--- src/rtl/chess_pkg.sv ---
// Shared constants for the chess board renderer: piece encoding, 8-bit palette
// and the 8-bit to 30-bit RGB expansion used at the output stage.
package chess_pkg;

  localparam int PIECE_W = 4;
  localparam int ART_W   = 4;

  typedef enum logic [2:0] {
    PT_EMPTY  = 3'd0,
    PT_PAWN   = 3'd1,
    PT_KNIGHT = 3'd2,
    PT_BISHOP = 3'd3,
    PT_ROOK   = 3'd4,
    PT_QUEEN  = 3'd5,
    PT_KING   = 3'd6,
    PT_RSVD   = 3'd7
  } piece_type_e;

  localparam logic [7:0] COL_OFF      = 8'b000_000_00;
  localparam logic [7:0] COL_LIGHT    = 8'b111_110_10;
  localparam logic [7:0] COL_DARK     = 8'b101_000_00;
  localparam logic [7:0] COL_WHITE_PC = 8'b111_111_11;
  localparam logic [7:0] COL_BLACK_PC = 8'b001_001_01;
  localparam logic [7:0] COL_CURSOR   = 8'b000_111_00;

  // RRR_GGG_BB lands on the top bits of each 10-bit channel
  function automatic logic [29:0] expand_rgb(input logic [7:0] c);
    return {c[7:5], 7'b0, c[4:2], 7'b0, c[1:0], 8'b0};
  endfunction

endpackage

--- src/rtl/piece_sprite_rom.sv ---
// 10x10 one-bit piece bitmaps; art row 0 is the top of the square, art column 0
// the left. Empty, reserved and out-of-range coordinates read as 0.
module piece_sprite_rom
  import chess_pkg::*;
(
  input  piece_type_e      i_type,
  input  logic [ART_W-1:0] i_art_x,
  input  logic [ART_W-1:0] i_art_y,
  output logic             o_pixel
);

  localparam int ART = 10;
  typedef logic [0:ART-1] art_row_t;

  localparam art_row_t PAWN [ART] = '{
    10'b0000000000, 10'b0000000000, 10'b0000110000, 10'b0001111000, 10'b0001111000,
    10'b0000110000, 10'b0001111000, 10'b0011111100, 10'b0011111100, 10'b0000000000};
  localparam art_row_t KNIGHT [ART] = '{
    10'b0000000000, 10'b0001100000, 10'b0011111000, 10'b0111111100, 10'b0110111100,
    10'b0000111100, 10'b0001111000, 10'b0011111000, 10'b0111111110, 10'b0000000000};
  localparam art_row_t BISHOP [ART] = '{
    10'b0000000000, 10'b0000110000, 10'b0001101000, 10'b0011011100, 10'b0011111100,
    10'b0001111000, 10'b0000110000, 10'b0001111000, 10'b0111111110, 10'b0000000000};
  localparam art_row_t ROOK [ART] = '{
    10'b0000000000, 10'b0110110110, 10'b0111111110, 10'b0011111100, 10'b0011111100,
    10'b0011111100, 10'b0011111100, 10'b0111111110, 10'b0111111110, 10'b0000000000};
  localparam art_row_t QUEEN [ART] = '{
    10'b0000000000, 10'b0100110010, 10'b0110110110, 10'b0111111110, 10'b0011111100,
    10'b0011111100, 10'b0001111000, 10'b0011111100, 10'b0111111110, 10'b0000000000};
  localparam art_row_t KING [ART] = '{
    10'b0000110000, 10'b0001111000, 10'b0000110000, 10'b0011111100, 10'b0111111110,
    10'b0111111110, 10'b0011111100, 10'b0001111000, 10'b0111111110, 10'b0000000000};

  art_row_t w_row;

  always_comb begin
    w_row = '0;
    if (i_art_y < ART_W'(ART)) begin
      case (i_type)
        PT_PAWN:   w_row = PAWN[i_art_y];
        PT_KNIGHT: w_row = KNIGHT[i_art_y];
        PT_BISHOP: w_row = BISHOP[i_art_y];
        PT_ROOK:   w_row = ROOK[i_art_y];
        PT_QUEEN:  w_row = QUEEN[i_art_y];
        PT_KING:   w_row = KING[i_art_y];
        default:   w_row = '0;
      endcase
    end
  end

  assign o_pixel = (i_art_x < ART_W'(ART)) ? w_row[i_art_x] : 1'b0;

endmodule

--- src/rtl/chess_board_renderer.sv ---
// Three-stage VGA overlay drawing a BOARD_N x BOARD_N chess board with sprites and
// a cursor border. Define CURSOR_BLINK_EN to make the cursor blink every BLINK_FRAMES.
module chess_board_renderer
  import chess_pkg::*;
#(
  parameter int BOARD_N      = 3,
  parameter int SQ_SIZE      = 100,
  parameter int ORIGIN_X     = 200,
  parameter int ORIGIN_Y     = 200,
  parameter int ART_N        = 10,
  parameter int BLINK_FRAMES = 30
)(
  input  logic               clock,
  input  logic               reset_n,
  input  logic [10:0]        hcount,
  input  logic [9:0]         vcount,
  input  logic               wr_en,
  input  logic [5:0]         wr_addr,
  input  logic [PIECE_W-1:0] wr_piece,
  input  logic [5:0]         cursor,
  output logic [9:0]         R,
  output logic [9:0]         G,
  output logic [9:0]         B
);

  localparam int NSQ    = BOARD_N * BOARD_N;
  localparam int IDX_W  = $clog2(NSQ);
  localparam int OFF_W  = $clog2(SQ_SIZE);
  localparam int BORDER = 4;

  localparam logic [10:0]      X_LO    = 11'(ORIGIN_X);
  localparam logic [10:0]      X_HI    = 11'(ORIGIN_X + BOARD_N * SQ_SIZE);
  localparam logic [10:0]      SQ_X    = 11'(SQ_SIZE);
  localparam logic [9:0]       Y_LO    = 10'(ORIGIN_Y);
  localparam logic [9:0]       Y_HI    = 10'(ORIGIN_Y + BOARD_N * SQ_SIZE);
  localparam logic [9:0]       SQ_Y    = 10'(SQ_SIZE);
  localparam logic [OFF_W-1:0] ART_DIV = OFF_W'(SQ_SIZE / ART_N);
  localparam logic [OFF_W-1:0] BRD_LO  = OFF_W'(BORDER);
  localparam logic [OFF_W-1:0] BRD_HI  = OFF_W'(SQ_SIZE - BORDER);
  localparam logic [6:0]       NSQ7    = 7'(NSQ);
  localparam logic [5:0]       N6      = 6'(BOARD_N);

  logic [PIECE_W-1:0] r_board [NSQ];

  always_ff @(posedge clock or negedge reset_n) begin
    if (!reset_n) begin
      for (int i = 0; i < NSQ; i++) r_board[i] <= '0;
    end else if (wr_en && ({1'b0, wr_addr} < NSQ7)) begin
      r_board[wr_addr[IDX_W-1:0]] <= wr_piece;
    end
  end

  logic w_cursor_vis;
`ifdef CURSOR_BLINK_EN
  localparam int CNT_W = (BLINK_FRAMES > 1) ? $clog2(BLINK_FRAMES) : 1;
  logic [CNT_W-1:0] r_frame_cnt;
  logic             r_blink_on;

  always_ff @(posedge clock or negedge reset_n) begin
    if (!reset_n) begin
      r_frame_cnt <= '0;
      r_blink_on  <= 1'b1;
    end else if ((hcount == 11'd0) && (vcount == 10'd0)) begin
      if (r_frame_cnt == CNT_W'(BLINK_FRAMES - 1)) begin
        r_frame_cnt <= '0;
        r_blink_on  <= ~r_blink_on;
      end else begin
        r_frame_cnt <= r_frame_cnt + 1'b1;
      end
    end
  end
  assign w_cursor_vis = r_blink_on;
`else
  assign w_cursor_vis = 1'b1;
`endif

  // ---- S1: board-relative square and offset within the square
  logic [10:0] w_dx;
  logic [9:0]  w_dy;
  logic        w_inb;
  assign w_dx  = hcount - X_LO;
  assign w_dy  = vcount - Y_LO;
  assign w_inb = (hcount >= X_LO) && (hcount < X_HI) && (vcount >= Y_LO) && (vcount < Y_HI);

  logic [2:0]       r_col_p1, r_row_p1;
  logic [OFF_W-1:0] r_xoff_p1, r_yoff_p1;
  logic             r_inb_p1, r_vld_p1;

  always_ff @(posedge clock or negedge reset_n) begin
    if (!reset_n) r_vld_p1 <= 1'b0;
    else          r_vld_p1 <= 1'b1;
  end

  always_ff @(posedge clock) begin
    r_col_p1  <= 3'(w_dx / SQ_X);
    r_row_p1  <= 3'(w_dy / SQ_Y);
    r_xoff_p1 <= OFF_W'(w_dx % SQ_X);
    r_yoff_p1 <= OFF_W'(w_dy % SQ_Y);
    r_inb_p1  <= w_inb;
  end

  // ---- S2: square index, piece lookup, art coordinates, border flag
  logic [5:0]         w_idx;
  logic [PIECE_W-1:0] w_piece;
  logic               w_border;
  assign w_idx    = {3'b0, r_row_p1} * N6 + {3'b0, r_col_p1};
  assign w_border = (r_xoff_p1 < BRD_LO) || (r_xoff_p1 >= BRD_HI) ||
                    (r_yoff_p1 < BRD_LO) || (r_yoff_p1 >= BRD_HI);

  always_comb begin
    w_piece = '0;
    if (r_inb_p1 && ({1'b0, w_idx} < NSQ7)) begin
      if (wr_en && (wr_addr == w_idx)) w_piece = wr_piece;  // write landing on this edge wins
      else                             w_piece = r_board[w_idx[IDX_W-1:0]];
    end
  end

  logic [5:0]         r_idx_p2;
  logic [PIECE_W-1:0] r_piece_p2;
  logic [ART_W-1:0]   r_artx_p2, r_arty_p2;
  logic               r_border_p2, r_light_p2, r_inb_p2, r_vld_p2;

  always_ff @(posedge clock or negedge reset_n) begin
    if (!reset_n) r_vld_p2 <= 1'b0;
    else          r_vld_p2 <= r_vld_p1;
  end

  always_ff @(posedge clock) begin
    r_idx_p2    <= w_idx;
    r_piece_p2  <= w_piece;
    r_artx_p2   <= ART_W'(r_xoff_p1 / ART_DIV);
    r_arty_p2   <= ART_W'(r_yoff_p1 / ART_DIV);
    r_border_p2 <= w_border;
    r_light_p2  <= ~(r_row_p1[0] ^ r_col_p1[0]);
    r_inb_p2    <= r_inb_p1;
  end

  // ---- S3: layer square, sprite and cursor, then register the pixel
  logic       w_sprite;
  logic [7:0] w_col8;

  piece_sprite_rom u_rom (
    .i_type  (piece_type_e'(r_piece_p2[2:0])),
    .i_art_x (r_artx_p2),
    .i_art_y (r_arty_p2),
    .o_pixel (w_sprite)
  );

  always_comb begin
    w_col8 = COL_OFF;
    if (r_inb_p2) begin
      w_col8 = r_light_p2 ? COL_LIGHT : COL_DARK;
      if (w_sprite) w_col8 = r_piece_p2[3] ? COL_BLACK_PC : COL_WHITE_PC;
      if (w_cursor_vis && r_border_p2 && (r_idx_p2 == cursor) && ({1'b0, cursor} < NSQ7))
        w_col8 = COL_CURSOR;
    end
  end

  logic [29:0] r_rgb_p3;

  always_ff @(posedge clock or negedge reset_n) begin
    if (!reset_n) r_rgb_p3 <= '0;
    else          r_rgb_p3 <= r_vld_p2 ? expand_rgb(w_col8) : 30'd0;
  end

  assign {R, G, B} = r_rgb_p3;

endmodule

--- config.mk ---
export PLATFORM = sky130hd
export DESIGN_NAME = chess_board_renderer
export DESIGN_NICKNAME = d
export VERILOG_FILES = /design/src/rtl/chess_pkg.sv /design/src/rtl/piece_sprite_rom.sv /design/src/rtl/chess_board_renderer.sv
export SDC_FILE = /design/constraint.sdc
export NUM_CORES = 1
export LEC_CHECK = 0
export CORE_ASPECT_RATIO = 0.7
export CORE_MARGIN = 4
export CORE_UTILIZATION = 67
export CTS_BUF_LIST = sky130_fd_sc_hd__clkbuf_8
export CTS_CLUSTER_SIZE = 28
export DETAILED_ROUTE_END_ITERATION = 6
export DONT_BUFFER_PORTS = 1
export GPL_TIMING_DRIVEN = 0
export PLACE_DENSITY = 0.88
export SLEW_MARGIN = 5
export SYNTH_ARGS = -nofsm -noshare
export SYNTH_HDL_FRONTEND = slang
export SYNTH_SLANG_ARGS = --single-unit
--- constraint.sdc ---
create_clock -name clock -period 4.45 [get_ports clock]
set_input_delay 0.6675 -clock clock [delete_from_list [all_inputs] [get_ports clock]]
set_output_delay 0.6675 -clock clock [all_outputs]
set_load 0.01 [all_outputs]
==> run metrics, run 1 <==
outcome finished, final reports clean; post-synth cell types roughly 90; IO Port Bufs 0; Area Overhead vs Synth 12.05%; Post-synth EDFFs 0; crit path launch type input port; die area approximately 0.011 mm²; CP delay by family, top compound AO/OA/AOI/OAI gates; Die Wd roughly 120 µm; Core Util, Final between 70% and 80%; register bit total from synthesis between 80 and 90; # rows 29; Setup WS pre-CTS -0.6851 ns; Critical Path Max Stage Delay 0.46 ns; final hold viol count 0; WL/cell around 18 µm; synthesized cell area 0.006312 mm²; top post-synthesis cells by count nor2_1 (70), dfrtp_1 (44), nand2_1 (44); largest net degree at the start of global routing between 40 and 50; met1 Track Usage GR roughly 40%; CP bufs+invs 2; antenna violations before repair 0; Pre-Repair DR Iteration Count 5; proportion of layout cells with a drive suffix above 1 between 20% and 30%; n_diodes 0; Mapped Avg Cell Area 8.767 µm²; CP cell instances clkinv_2, ha_1, buf_2, nand2b_4, a21boi_0, nor3_2, a22oi_1, a311o_4, and3_4, or2_1, nor4_4, a211oi_4, a2111oi_2, o31ai_1, o311a_4, o311a_1, a31oi_1; FMAX between 200 and 250 MHz; DRC 0; TritonCTS Buffers 9; Slew HR a little over 30%; critical path arrival roughly 4.6 ns; CTS sink count between 80 and 90; sequential cell area 0.001902 mm²; I/O pin cnt 70; slowest CP cell a311o_4; core area about 0.009 mm²; Max VDD drop about 0.4 mV; worst hold path class in -> async; fin nets 824; first-pass GRT wire length approximately 26000 µm; Setup crit end kind register; Global Route met2 Usage about half; via density per instance between 6 and 7; ys flop type dfrtp_1; via count ~5700; grt peak-use layer met2; area leader, netlist dfrtp_1; Clock Tree Buf Depth 2; synth warn 0; global route total overflow 0; CP Depth 17; async set-or-reset flop fraction in the synthesized netlist a little over half; post-route insts no fill roughly 900; met3 usage 5.629%; worst slew pin tran 1.024 ns; final wirelength 16050 µm; Worst Path Required between 4 and 5 ns; filler instances about 620; ANT nets after route 0; CTS root buf clkbuf_8; worst reg2reg path depth 10; crit path max fanout 11; CTS tree built; latest clock arrival within the worst-skew pair ~0.37 ns; HPWL after DPL ~12000 µm; Cells after Synth 720; setup ws final 0.1283 ns; GRT Resource Usage Total approximately 29%; Finish-stage setup viols 0; leading cell types by total area after synthesis dfrtp_1 (17%), dfxtp_1 (13%), mux2_2 (6.4%), xnor2_1 (4.6%), nor2_1 (4.2%); Final Slew Violations 0; critical path type in -> reg; min Tclk post-route 4.322 ns; Iter 0 DRT Violations approximately 640; Leakage 2.998 nW; H-tree depth 3; area share of the largest cell type after synthesis around 17%; Starting Density between 60% and 70%; vias in the first global route ~5400; total chip power a little under 4 mW; worst-case clock skew 0.01640 ns; max_cap viols 0; count leader, synth nor2_1; Inst Count DP between 800 and 900; area of the multi-input gates 0.004247 mm²; Die Height a little under 90 µm; period utilization between 90% and 100%; GPL Wtd Cong 0.9445; Worst-path clk slew 0.09 ns; Pwr Density approximately 550 mW/mm²; Seq/Total Area, Yosys between 30% and 40%
[path summary, 6_finish.rpt]
kind / from / to / slack [ns]
setup reg to reg: r_row_p1[1] / r_piece_p2[1] / 0.84
max in group asynchronous: reset_n / r_vld_p1 / 4.10
hold / removal: reset_n / r_board[3] / 0.14
min in group clock: vcount[1] / r_yoff_p1[1] / 0.32
hold reg to reg: r_vld_p1 / r_vld_p2 / 0.37
setup / recovery: hcount[3] / r_xoff_p1[4] / 0.13
[placed cells by master, fill, tap and decap left out, types with 7 or more instances in the layout]
cell,Yosys,routed
mux2_2,36,36
nor2b_1,10,8
nand2_1,44,44
clkbuf_8,0,9
a21oi_1,42,42
ha_1,16,15
mux2i_1,13,11
mux4_2,8,8
nand2b_1,7,7
clkbuf_1,24,23
a21o_1,7,7
a31oi_1,15,13
o22ai_1,8,7
conb_1,2,23
nor3_1,25,23
dfxtp_1,40,40
a211oi_1,10,7
o21ai_0,34,33
nor2_1,70,70
xnor2_1,33,29
buf_4,24,35
inv_1,33,34
xor2_1,11,9
or3_1,9,8
nand3_1,13,13
dfrtp_1,44,44
[where the power goes]
group          internal [mW]  leakage, nW  switching (mW)
combinational          0.948         1.97            1.27
clock                  0.257        0.105           0.270
sequential             0.950        0.925           0.179
[kinds of logic after synthesis]
kind of cell               share of synthesized area [%]
DFF                                                30.13
muxes                                              11.58
adders and majority gates                          4.440
xor gates and xnor gates                           6.878
AOI/OAI and AO/OA                                  21.01
buffers and inverters                              7.076
and+or+nand+nor                                    18.77
other                                             0.1190
[cell type report]
class                   count  area share [%]
multi-input cells         565           60.04
clock buffers               9           1.751
flip-flops and latches     84           26.89
repair buffers             13           1.840
clock inverters             7          0.9376
plain buffers              57           4.476
inverters                  35           1.875
well taps                 124           2.194
[flip-flops by register name, indices dropped and copies added (netlist names)]
signal	count
r_board	36
r_xoff_p1	7
r_rgb_p3	6
r_yoff_p1	6
r_idx_p2	5
r_artx_p2	4
r_arty_p2	4
r_piece_p2	4
r_col_p1	3
r_row_p1	3
r_border_p2	1
r_inb_p1	1
r_inb_p2	1
r_light_p2	1
r_vld_p1	1
r_vld_p2	1
[through the flow]
step	instance area, µm²	hold WS [ns]	setup TNS (ns)
floorplan	6399	0.3304	0
global placement	6554	0.3364	-4.428
detailed placement	6554	0.3504	-6.284
CTS	6848	0.1242	0
global route	7073	0.1332	-0.1681
finish	7073	0.1352	0
[per-layer routing]
layer  vias up  part of all wire (%)
li1       2645                     -
met2       324                    48
met5         -                     0
met3        44                   7.8
met1      2722                    42
met4         0                   2.0
[repair_timing]
item | 4_1_cts | 5_1_grt
gates resized for setup | 9 | 26
endpoints found under the setup margin | 11 | 12
buffers inserted | 4 | 8
hold endpoints to repair | 44 | 0
hold buffers | 1 | 0
pin swaps | 3 | 7
gates cloned | 0 | 0
(Power assumes the default switching activity.)
==> run 2: changes to the inputs <==
--- a/config.mk
+++ b/config.mk
@@ -7,13 +7,14 @@
 export LEC_CHECK = 0
 export CORE_ASPECT_RATIO = 0.7
 export CORE_MARGIN = 4
-export CORE_UTILIZATION = 67
+export CORE_UTILIZATION = 50
 export CTS_BUF_LIST = sky130_fd_sc_hd__clkbuf_8
 export CTS_CLUSTER_SIZE = 28
 export DETAILED_ROUTE_END_ITERATION = 6
 export DONT_BUFFER_PORTS = 1
 export GPL_TIMING_DRIVEN = 0
-export PLACE_DENSITY = 0.88
+export PLACE_DENSITY = 0.7
+export SKIP_CTS_REPAIR_TIMING = 1
 export SLEW_MARGIN = 5
 export SYNTH_ARGS = -nofsm -noshare
 export SYNTH_HDL_FRONTEND = slang
==> run 2 against run 1 <==
  * Combinational power is 2% lower
  * Critical endpoint unchanged
  * Global-route usage fell by 9.3 points
  * Register-to-register slack about the same
  * Power fell by 2.8%
  * First-iteration DRC count decreased by 24%
  * Core utilization decreased by 20 points
  * Worst setup slack worse by 0.072 ns
  * Sequential power is essentially flat
  * Flip-flop and latch count unchanged
==> run metrics, run 2 (synthesis gave the netlist of run 1 again) <==
Iter 0 DRT Violations 485 (was 636); slowest CP cell or3_4 (was a311o_4); GPL Wtd Cong 0.9222 (was 0.9445); n_diodes 0 (unchanged); min Tclk post-route 4.394 ns (was 4.322 ns); Worst-path clk slew 0.07 ns (was 0.09 ns); Starting Density 50.99% (was 69.31%); max_cap viols 0 (unchanged); filler instances 1065 (was 615); worst-case clock skew 0.007640 ns (was 0.01640 ns); Die Wd 142.3 µm (was 124.0 µm); core area 0.01238 mm² (was 0.009107 mm²); final hold viol count 0 (unchanged); Inst Count DP 903 (was 865); Worst Path Required 4.67 ns (was 4.74 ns); first-pass GRT wire length 23810 µm (was 25660 µm); proportion of layout cells with a drive suffix above 1 20.75% (was 20.78%); Final Slew Violations 0 (unchanged); H-tree depth 3 (unchanged); Most flops, register r_board (unchanged); TritonCTS Buffers 9 (unchanged); IO Port Bufs 0 (unchanged); via density per instance 5.924 (was 6.415); Leakage 2.980 nW (was 2.998 nW); most common cell after layout, fill and taps aside nor2_1 (unchanged); ANT nets after route 0 (unchanged); WL/cell 16.55 µm (was 17.95 µm); Die Height 102.0 µm (was 89.21 µm); GRT Resource Usage Total 19.92% (was 29.22%); most frequent cells in the layout nor2_1 (69), nand2_1 (44), dfrtp_1 (44), a21oi_1 (41), dfxtp_1 (40) (was nor2_1 (70), nand2_1 (44), dfrtp_1 (44), a21oi_1 (42), dfxtp_1 (40)); CTS sink count 84 (unchanged); Finish-stage setup viols 0 (unchanged); outcome finished, final reports clean (unchanged); CTS root buf clkbuf_8 (unchanged); Regs by FF count r_board x36, r_xoff_p1 x7 (unchanged); critical path type in -> reg (unchanged); crit path launch type input port (unchanged); Pre-Repair DR Iteration Count 5 (unchanged); via count 5527 (was 5735); critical path arrival 4.61 ns (about the same); Max VDD drop 0.3478 mV (was 0.3887 mV); post-route cell area 0.007139 mm² (was 0.007073 mm²); post-route insts no fill 933 (was 894); antenna violations before repair 0 (unchanged); crit path max fanout 11 (unchanged); # rows 34 (was 29); Largest register FFs 36 (unchanged); I/O pin cnt 70 (unchanged); final wirelength 15440 µm (was 16050 µm); vias in the first global route 4879 (was 5381); fin nets 825 (was 824); Core Util, Final 57.67% (was 77.66%); global route total overflow 0 (unchanged); HPWL after DPL 11100 µm (was 11580 µm); Slew HR 28.76% (was 31.12%); period utilization 98.74% (was 97.12%); worst reg-to-reg setup slack 0.85 ns (was 0.84 ns); CTS tree built (unchanged); worst hold path class in -> async (unchanged); CP cell instances clkinvlp_4, ha_1, clkbuf_4, nor2b_2, or3_1, o2111ai_4, buf_4, a311o_4, o22ai_1, or3_4, mux2i_1, a211o_1, nor3b_1, o31ai_1, o311a_4, o311a_1, a31oi_1 (was clkinv_2, ha_1, buf_2, nand2b_4, a21boi_0, nor3_2, a22oi_1, a311o_4, and3_4, or2_1, nor4_4, a211oi_4, a2111oi_2, o31ai_1, o311a_4, o311a_1, a31oi_1); worst slew pin tran 1.059 ns (was 1.024 ns); Pwr Density 527.5 mW/mm² (was 547.7 mW/mm²); FMAX 227.6 MHz (was 231.4 MHz); Setup crit end kind register (unchanged); die area 0.01451 mm² (was 0.01106 mm²); Clock Tree Buf Depth 2 (unchanged); latest clock arrival within the worst-skew pair 0.35 ns (was 0.37 ns); dpl cell area 0.006601 mm² (was 0.006554 mm²); DRC 0 (unchanged); Area Overhead vs Synth 13.10% (was 12.05%); largest net degree at the start of global routing 45 (unchanged); Critical Path Max Stage Delay 0.45 ns (was 0.46 ns)
-- run 2: changes by cell type in the layout (fill, tap and decap cells not counted), moves of 2 or more --
cell        previous run  this run
clkinvlp_4             0         3
a211oi_2               4         2
a211oi_4               2         4
clkinv_2               4         2
xnor2_2                4         2
xnor2_4                1         3
xor2_1                 9        11
-- run 2: per-layer routing --
| metal | global-route usage (%) | share of wire, % |
|---|---|---|
| met5 | 0 | 0 |
| met4 | 5.478 | 1.6 |
| met3 | 3.882 | 6.8 |
| met2 | 29.87 | 45 |
| met1 | 29.47 | 47 |
-- run 2: worst paths after layout --
check / startpoint / to / cells after the start
setup / recovery: hcount[3] / r_xoff_p1[4] / 17
hold / removal: reset_n / r_rgb_p3[28] / 1
setup reg to reg: r_col_p1[1] / r_piece_p2[3] / 10
max in group asynchronous: reset_n / r_board[12] / 1
hold reg to reg: r_vld_p1 / r_vld_p2 / 0
min in group clock: vcount[1] / r_yoff_p1[1] / 0
-- run 2: power by group --
| group | leakage, nW | internal (mW) | switching [mW] |
|---|---|---|---|
| logic | 1.96 | 0.946 | 1.23 |
| registers | 0.925 | 0.950 | 0.171 |
| clock network | 0.0907 | 0.212 | 0.253 |
-- run 2: area by class of cell --
type | instances | area, µm² | share of cell area [%]
multi-input cells | 567 | 4300 | 60.23
clock inverters | 6 | 32.53 | 0.4557
well taps | 162 | 202.7 | 2.839
clock buffers | 10 | 137.6 | 1.928
inverters | 35 | 135.1 | 1.893
plain buffers | 57 | 319.1 | 4.469
repair buffers | 12 | 110.1 | 1.542
flip-flops and latches | 84 | 1902 | 26.64
-- run 2: critical path: cells and delay by family --
kind,cells,cell delay [ns]
fa+ha+maj,1,0.25
buf+inv,3,0.56
simple gates,4,1.18
compound gates,8,1.74
mux,1,0.20
-- run 2: metrics by stage --
step	setup TNS (ns)	total power, mW	worst slack, ns	hold slack (ns)
detailed placement	-5.407	3.152	-0.6480	0.3543
floorplan	0	2.730	0.004026	0.3304
global placement	-4.962	3.093	-0.6027	0.3366
global route	-0.1638	4.060	-0.06673	0.1437
CTS	-1.210	3.625	-0.2780	-0.01607
finish	0	3.766	0.05604	0.1562
